## src/rtl/conv_pkg.sv

```systemverilog
`default_nettype none
// +---------------------------------------------------------------------------+
// | conv_pkg : shared sizing helpers and FSM state encoding for conv2d_engine  |
// | rev 1.0                                                                   |
// +---------------------------------------------------------------------------+
package conv_pkg;

  typedef enum logic [2:0] {
    IDLE  = 3'd0,
    ISSUE = 3'd1,
    DRAIN = 3'd2,
    WRITE = 3'd3,
    FIN   = 3'd4
  } state_t;

  function automatic int clog2(input int v);
    int r;
    r = 0;
    while ((1 << r) < v) r = r + 1;
    return r;
  endfunction

  // Port/counter width that never collapses to zero bits.
  function automatic int wbits(input int v);
    return (clog2(v) < 1) ? 1 : clog2(v);
  endfunction

  function automatic int out_rows(input int rows, input int k, input int s);
    return (rows - k) / s + 1;
  endfunction

  function automatic int out_cols(input int cols, input int k, input int s);
    return (cols - k) / s + 1;
  endfunction

  function automatic int n_terms(input int ch, input int k);
    return ch * k * k;
  endfunction

  function automatic int acc_w(input int pw, input int kw, input int n);
    return pw + kw + 1 + clog2(n);
  endfunction

endpackage
`default_nettype wire

```

## src/rtl/conv_mac.sv

```systemverilog
`default_nettype none
// +---------------------------------------------------------------------------+
// | conv_mac : unsigned-pixel x signed-coefficient MAC, saturate + ReLU       |
// | rev 1.0                                                                   |
// +---------------------------------------------------------------------------+
module conv_mac
  import conv_pkg::*;
#(
  parameter int PIX_W = 8,
  parameter int KER_W = 8,
  parameter int OUT_W = 22,
  parameter int ACC_W = 25
) (
  input  logic             clk,
  input  logic             rst,
  input  logic             i_en,
  input  logic             i_first,
  input  logic             i_last,
  input  logic             i_relu,
  input  logic [PIX_W-1:0] i_pix,
  input  logic [KER_W-1:0] i_ker,
  output logic [OUT_W-1:0] o_data
);

  localparam int PROD_W = PIX_W + KER_W + 1;

  logic signed [PROD_W-1:0] w_pix_s;
  logic signed [PROD_W-1:0] w_ker_s;
  logic signed [PROD_W-1:0] w_prod;
  logic signed [ACC_W-1:0]  w_prod_ext;
  logic signed [ACC_W-1:0]  w_sum;
  logic        [OUT_W-1:0]  w_sat;
  logic        [OUT_W-1:0]  w_res;
  logic signed [ACC_W-1:0]  r_acc;
  logic        [OUT_W-1:0]  r_out;

  assign w_pix_s    = PROD_W'($signed({1'b0, i_pix}));
  assign w_ker_s    = PROD_W'($signed(i_ker));
  assign w_prod     = w_pix_s * w_ker_s;
  assign w_prod_ext = ACC_W'(w_prod);
  // First term of a window replaces the stale sum instead of adding to it.
  assign w_sum      = (i_first ? '0 : r_acc) + w_prod_ext;

  generate
    if (OUT_W < ACC_W) begin : g_sat
      localparam logic signed [ACC_W-1:0] C_MAX = ACC_W'((64'sd1 <<< (OUT_W - 1)) - 64'sd1);
      localparam logic signed [ACC_W-1:0] C_MIN = ~C_MAX;
      always_comb begin
        if (w_sum > C_MAX)      w_sat = C_MAX[OUT_W-1:0];
        else if (w_sum < C_MIN) w_sat = C_MIN[OUT_W-1:0];
        else                    w_sat = w_sum[OUT_W-1:0];
      end
    end else begin : g_wide
      assign w_sat = OUT_W'(w_sum);
    end
  endgenerate

  assign w_res  = (i_relu && w_sat[OUT_W-1]) ? '0 : w_sat;
  assign o_data = r_out;

  always_ff @(posedge clk) begin
    if (rst) begin
      r_acc <= '0;
      r_out <= '0;
    end else if (i_en) begin
      r_acc <= w_sum;
      if (i_last) r_out <= w_res;
    end
  end

endmodule
`default_nettype wire

```

## src/rtl/conv2d_engine.sv

```systemverilog
`default_nettype none
// +---------------------------------------------------------------------------+
// | conv2d_engine : sequential multi-channel 2D convolution, one MAC, FSM      |
// | rev 1.0                                                                   |
// +---------------------------------------------------------------------------+
module conv2d_engine
  import conv_pkg::*;
#(
  parameter int IMG_ROWS = 128,
  parameter int IMG_COLS = 128,
  parameter int CHANNELS = 3,
  parameter int K        = 8,
  parameter int STRIDE   = 4,
  parameter int PIX_W    = 8,
  parameter int KER_W    = 8,
  parameter int OUT_W    = 22
) (
  input  logic clk,
  input  logic rst,
  input  logic start,
  input  logic relu_en,
  output logic busy,
  output logic done,
  output logic [wbits(CHANNELS*IMG_ROWS*IMG_COLS)-1:0] img_addr,
  input  logic [PIX_W-1:0] img_data,
  output logic [wbits(CHANNELS*K*K)-1:0] ker_addr,
  input  logic [KER_W-1:0] ker_data,
  output logic out_valid,
  output logic [wbits(out_rows(IMG_ROWS,K,STRIDE)*out_cols(IMG_COLS,K,STRIDE))-1:0] out_addr,
  output logic [OUT_W-1:0] out_data
);

  localparam int OUT_R = out_rows(IMG_ROWS, K, STRIDE);
  localparam int OUT_C = out_cols(IMG_COLS, K, STRIDE);
  localparam int N     = n_terms(CHANNELS, K);
  localparam int ACC_W = acc_w(PIX_W, KER_W, N);
  localparam int IA_W  = wbits(CHANNELS * IMG_ROWS * IMG_COLS);
  localparam int KA_W  = wbits(N);
  localparam int OA_W  = wbits(OUT_R * OUT_C);
  localparam int KCW   = wbits(K);
  localparam int CHW   = wbits(CHANNELS);
  localparam int ORW   = wbits(OUT_R);
  localparam int OCW   = wbits(OUT_C);
  localparam int C_PLANE = IMG_ROWS * IMG_COLS;
  localparam int C_KK    = K * K;

  localparam logic [KCW-1:0] C_K_LAST  = KCW'(K - 1);
  localparam logic [CHW-1:0] C_CH_LAST = CHW'(CHANNELS - 1);
  localparam logic [ORW-1:0] C_OR_LAST = ORW'(OUT_R - 1);
  localparam logic [OCW-1:0] C_OC_LAST = OCW'(OUT_C - 1);

  state_t          r_state;
  logic            r_busy, r_done, r_out_valid, r_relu;
  logic            r_acc_en, r_first, r_last;
  logic [KCW-1:0]  r_kc, r_kr, w_kc, w_kr;
  logic [CHW-1:0]  r_ch, w_ch;
  logic [ORW-1:0]  r_orow, w_orow;
  logic [OCW-1:0]  r_ocol, w_ocol;
  logic [IA_W-1:0] r_img_addr;
  logic [KA_W-1:0] r_ker_addr;
  logic [OA_W-1:0] r_out_addr;
  logic            w_load, w_first_term, w_last_term, w_last_win;

  assign w_first_term = (r_ch == '0) && (r_kr == '0) && (r_kc == '0);
  assign w_last_term  = (r_ch == C_CH_LAST) && (r_kr == C_K_LAST) && (r_kc == C_K_LAST);
  assign w_last_win   = (r_orow == C_OR_LAST) && (r_ocol == C_OC_LAST);

  // Next counter values; w_load marks edges where a new address pair is driven.
  always_comb begin
    w_kc   = r_kc;
    w_kr   = r_kr;
    w_ch   = r_ch;
    w_orow = r_orow;
    w_ocol = r_ocol;
    w_load = 1'b0;
    case (r_state)
      IDLE: if (start) begin
        w_kc = '0; w_kr = '0; w_ch = '0; w_orow = '0; w_ocol = '0;
        w_load = 1'b1;
      end
      ISSUE: if (!w_last_term) begin
        w_load = 1'b1;
        if (r_kc != C_K_LAST) w_kc = r_kc + KCW'(1);
        else begin
          w_kc = '0;
          if (r_kr != C_K_LAST) w_kr = r_kr + KCW'(1);
          else begin
            w_kr = '0;
            w_ch = r_ch + CHW'(1);
          end
        end
      end
      WRITE: if (!w_last_win) begin
        w_load = 1'b1;
        w_kc = '0; w_kr = '0; w_ch = '0;
        if (r_ocol != C_OC_LAST) w_ocol = r_ocol + OCW'(1);
        else begin
          w_ocol = '0;
          w_orow = r_orow + ORW'(1);
        end
      end
      default: ;
    endcase
  end

  always_ff @(posedge clk) begin
    if (rst) begin
      r_state     <= IDLE;
      r_busy      <= 1'b0;
      r_done      <= 1'b0;
      r_out_valid <= 1'b0;
      r_relu      <= 1'b0;
      r_acc_en    <= 1'b0;
      r_first     <= 1'b0;
      r_last      <= 1'b0;
      r_kc        <= '0;
      r_kr        <= '0;
      r_ch        <= '0;
      r_orow      <= '0;
      r_ocol      <= '0;
      r_img_addr  <= '0;
      r_ker_addr  <= '0;
      r_out_addr  <= '0;
    end else begin
      r_kc   <= w_kc;
      r_kr   <= w_kr;
      r_ch   <= w_ch;
      r_orow <= w_orow;
      r_ocol <= w_ocol;
      if (w_load) begin
        r_img_addr <= IA_W'(32'(w_ch) * 32'(C_PLANE)
                          + (32'(w_orow) * 32'(STRIDE) + 32'(w_kr)) * 32'(IMG_COLS)
                          + 32'(w_ocol) * 32'(STRIDE) + 32'(w_kc));
        r_ker_addr <= KA_W'(32'(w_ch) * 32'(C_KK) + 32'(w_kr) * 32'(K) + 32'(w_kc));
      end
      // Read data lags the address by one cycle, so MAC controls are delayed to match.
      r_acc_en    <= (r_state == ISSUE);
      r_first     <= (r_state == ISSUE) && w_first_term;
      r_last      <= (r_state == ISSUE) && w_last_term;
      r_out_valid <= 1'b0;
      r_done      <= 1'b0;
      case (r_state)
        IDLE: if (start) begin
          r_state <= ISSUE;
          r_busy  <= 1'b1;
          r_relu  <= relu_en;
        end
        ISSUE: if (w_last_term) r_state <= DRAIN;
        DRAIN: begin
          r_state     <= WRITE;
          r_out_valid <= 1'b1;
          r_out_addr  <= OA_W'(32'(r_orow) * 32'(OUT_C) + 32'(r_ocol));
        end
        WRITE: begin
          if (w_last_win) begin
            r_state <= FIN;
            r_busy  <= 1'b0;
            r_done  <= 1'b1;
          end else begin
            r_state <= ISSUE;
          end
        end
        FIN:     r_state <= IDLE;
        default: r_state <= IDLE;
      endcase
    end
  end

  conv_mac #(
    .PIX_W(PIX_W),
    .KER_W(KER_W),
    .OUT_W(OUT_W),
    .ACC_W(ACC_W)
  ) u_mac (
    .clk    (clk),
    .rst    (rst),
    .i_en   (r_acc_en),
    .i_first(r_first),
    .i_last (r_last),
    .i_relu (r_relu),
    .i_pix  (img_data),
    .i_ker  (ker_data),
    .o_data (out_data)
  );

  assign busy      = r_busy;
  assign done      = r_done;
  assign out_valid = r_out_valid;
  assign img_addr  = r_img_addr;
  assign ker_addr  = r_ker_addr;
  assign out_addr  = r_out_addr;

endmodule
`default_nettype wire
```

## config.mk

```make
export PLATFORM = sky130hd
export DESIGN_NAME = conv2d_engine
export DESIGN_NICKNAME = d
export VERILOG_FILES = /design/src/rtl/conv_pkg.sv /design/src/rtl/conv_mac.sv /design/src/rtl/conv2d_engine.sv
export SDC_FILE = /design/constraint.sdc
export NUM_CORES = 1
export LEC_CHECK = 0
export CORE_AREA = 2 2 158 113
export DETAILED_ROUTE_END_ITERATION = 8
export DIE_AREA = 0 0 160 115
export PLACE_DENSITY = 0.83
export SYNTH_ARGS = -nofsm -noshare
export SYNTH_HDL_FRONTEND = slang
export SYNTH_SLANG_ARGS = --single-unit
```

## constraint.sdc

```tcl
create_clock -name clk -period 8.9 [get_ports clk]
set_input_delay 2.67 -clock clk [delete_from_list [all_inputs] [get_ports clk]]
set_output_delay 2.67 -clock clk [all_outputs]
set_load 0.05 [all_outputs]
```

==> impl_results.md, run 1 <==
* Status: finished with violations
* Failing checks: setup timing
* CTS HTree Levels at 3
* Slew HR at around 22%
* Largest net degree at the start of global routing at about 110
* Sink Count at around 110
* Data required, critical path at about 9200 ps
* Vias/cell at around 6.2
* Register area at approximately 2100 um2
* Fillers at roughly 1,100
* Share of layout cells above drive strength 1 at 23.14%
* CTS tree: yes
* WL/cell at ~22 um
* Syn Area/Cell at around 8.4 um2
* Ports at between 70 and 80
* Slew @ Worst Pin at between 1000 and 1500 ps
* Final GP Congestion at between 0.8 and 0.9
* First-pass GRT wire length at approximately 42 mm
* Synth Cell Area at ~9000 um2
* Ys Warns at 0
* Core footprint at 16,920 um2
* Row count at 40
* Final Skew at 8.993 ps
* R2R setup slack at between 4000 and 5000 ps
* Initial antenna violation count at 1
* Leak pwr at 5.421 nW
* PwrDens at about 250 nW/um2
* Total gr overflow at 0
* Hold_buf cts at 0
* Worst hold path type: reg2reg
* Setup ws final at -510.5 ps
* Sequential area share after synthesis at between 20% and 30%
* Port bufs at 78
* DRC at 0
* Max IR drop VDD at between 200 and 250 uV
* Chip Height at roughly 120 um
* Startpoint types: primary input
* Vias at ~9,300
* RSZ-0062 raised after global routing: yes
* CP bufs+invs at 7
* Critical path fanouts, max at 5
* Vias in the first global route at 8,381
* Synth cell types at 65
* Pre-antenna DRT Iters at 7
* Global Route Usage Sum at 28.08%
* Final Critical Period at 9411 ps
* Critical path's slowest cell: fa_1
* Final hold vios at 0
* Cell family with most CP delay: adder cells
* Multi-input gate area at approximately 6900 um2
* Starting Density at 53.18%
* Final HPWL DP at roughly 17 mm
* #FFs+latches synth at about 110
* Nets at roughly 1,400
* FFs w/ async S/R, synth at 0%
* Clock Pin Slew Worst Setup and Hold Paths at around 80 ps
* Root Driver: clkbuf_16
* Drt total wl at ~32 mm
* Syn nets at approximately 1,300
* MaxCap Viol Count at 0
* Die area at 18,400 um2
* Worst skew pair latency at 360 ps
* Final count of negative-setup-slack endpoints at 23
* Post-route clock period utilization at 105.7%
* Post-route ant nets at 0
* Crit path top cell by count: fa_1
* WHS at 454.7 ps
* Layout area overhead at 33.14%
* 1st-iter DRT viols at 1,144
* Syn Inst Count at around 1,100
* Post-DP Area at 10,620 um2
* Top_reg_cell synth: dfxtp_1
* DIE WIDTH at ~160 um
* CTS max path bufs at 2
* Post-synth EDFFs at 0
* Finished Cell Area at 11,980 um2
* Critical path class: in2reg
* Max stage delay on crit path at 550 ps
* Total CTS buffers at 9
* Slew Viols, Final at 0
* Critical Path End Type: flop
* Worst path arrival time at 9690 ps
* Max Clk Rate at approximately 0.11 GHz
cells in the mapped netlist (4+ instances only):
cell | count | share of area, %
clkbuf_1 | 32 | 1.3
nor2b_1 | 37 | 2.6
nand2b_1 | 14 | 0.97
a31oi_1 | 4 | 0.28
nand3_1 | 24 | 1.3
o21ai_0 | 39 | 2.2
buf_1 | 4 | 0.17
a31o_2 | 4 | 0.39
a211oi_1 | 19 | 1.6
fa_1 | 52 | 12
and2_1 | 46 | 3.2
dfxtp_1 | 107 | 24
a21oi_1 | 69 | 3.8
nor3_1 | 16 | 0.89
o211ai_1 | 5 | 0.42
nor2_1 | 92 | 3.8
o21a_1 | 10 | 0.83
o21ai_1 | 5 | 0.28
ha_1 | 106 | 15
inv_1 | 106 | 4.4
mux2i_1 | 26 | 2.9
xor2_1 | 17 | 1.7
and3_1 | 6 | 0.42
a21o_1 | 22 | 1.8
nand2_1 | 109 | 4.5
buf_4 | 5 | 0.42
nor4_1 | 5 | 0.35
xnor2_1 | 36 | 3.5
nand4_1 | 4 | 0.28
through the flow:
stage               std cells  utilization, %  total power, mW  setup TNS (ps)  worst slack [ps]
floorplan                1075               -            1.391               0             30.31
global route             1498           70.81            3.034          -13710            -686.2
detailed placement       1440           62.80            1.893          -22830            -985.7
global placement         1440           62.80            1.857          -18360            -795.6
CTS                      1473           67.42            2.461               0             5.680
finish                   1498           70.81            2.936           -9014            -510.5
layout by cell type (no fill, tap or decap), types with 4 or more instances in the layout:
cell and instances:
mux2i_1 25, clkbuf_16 9, o21ai_0 16, buf_4 116, ha_4 10, nand2b_1 13
inv_2 11, clkbuf_2 4, dfxtp_1 107, a32o_2 4, fa_1 49, ha_1 93
and2_4 8, nor2b_1 37, o21a_1 9, buf_6 24, o211ai_1 5, nor2_1 87
and2_1 38, a21o_1 22, nand3_1 23, a21oi_1 57, clkdlybuf4s50_1 61, nor2_2 4
xor2_1 16, nor3_1 14, nand2_2 7, and3_1 6, a21oi_4 4, a21oi_2 8
inv_1 93, a211oi_1 18, o21ai_2 19, nand4_1 4, o21ai_1 6, nand2_1 102
buf_12 4, xnor2_1 34
worst reg2reg max path, stage by stage, from the launching register on:
cell	delay [ps]
dfxtp_1	1100
nand2b_1	280
inv_1	70
ha_1	290
a21o_1	170
a21oi_1	240
o21ai_0	110
buf_4	170
a31o_4	260
a2111oi_4	290
buf_4	180
o41ai_4	80
buf_4	190
a2111oi_4	380
nor3_1	150
o21a_4	270
buf_8	150
o21ai_1	190
a21oi_1	110
final timing paths:
path / from / to / cells past startpoint
worst min register to register: out_addr[5]$_SDFFE_PP0P_ / out_addr[5]$_SDFFE_PP0P_ / 2
worst min-delay path: out_addr[5]$_SDFFE_PP0P_ / out_addr[5]$_SDFFE_PP0P_ / 2
worst max-delay path: img_data[0] / u_mac.o_data[9]$_SDFFE_PP0P_ / 33
worst max register to register: r_first$_SDFF_PP0_ / u_mac.o_data[9]$_SDFFE_PP0P_ / 18
report_power, final:
part	total [mW]	internal, mW	leakage (nW)	switching (mW)
sequential	0.539	0.512	0.867	0.0273
combinational	2.00	0.875	4.41	1.12
clock	0.400	0.198	0.143	0.202
kinds of logic (layout without fill, tap and decap cells):
family / count (synthesis) / after routing / share of synthesized area [%]
AOI/OAI and AO/OA: 210 / 213 / 15.27
xor gates and xnor gates: 53 / 53 / 5.160
other: 0 / 1 / 0
DFF: 107 / 107 / 23.81
and+or+nand+nor: 372 / 372 / 20.10
muxes: 26 / 26 / 2.893
adders and majority gates: 158 / 158 / 26.31
buffers and inverters: 149 / 337 / 6.453
layer usage:
| layer | wire [um] | GRT usage [%] | vias to the layer above |
|---|---|---|---|
| met4 | 2535 | 9.910 | 0 |
| met1 | 12250 | 38.24 | 4384 |
| met2 | 14040 | 44.99 | 704 |
| met3 | 3470 | 5.628 | 256 |
| li1 | - | - | 3997 |
| met5 | 0 | 0 | - |
final cells by class:
| type | instances | share of cell area, % |
|---|---|---|
| Timing Repair Buffer | 215 | 15.94 |
| Multi-Input combinational cell | 822 | 57.88 |
| Clock inverter | 7 | 0.6163 |
| Antenna cell | 1 | 0.02089 |
| Tap cell | 231 | 2.413 |
| Inverter | 106 | 3.364 |
| Clock buffer | 9 | 1.880 |
| Sequential cell | 107 | 17.88 |
flip-flops by register name, summed over array words and instances (netlist names), 3 cells and up:
name and flops:
img_addr 16, r_state 3, r_orow 5, r_ocol 5, r_kc 3, u_mac.o_data 22
out_addr 10, ker_addr 6, r_kr 3, u_mac.r_acc 25
timing repair:
item                       in CTS  in global routing
pin swaps                      46                103
setup buffers                  15                 24
cloned                          4                  0
gates resized for setup       121                147
setup endpoints to repair      25                 25
No activity file was read; power rests on OpenSTA's default activity.
==> inputs of run 2 (changes only) <==
ABC_CLOCK_PERIOD_IN_PS = 8900   (was not set)
==> results of run 2 <==
The final DEF is identical to that of run 1; final timing and power are the same.
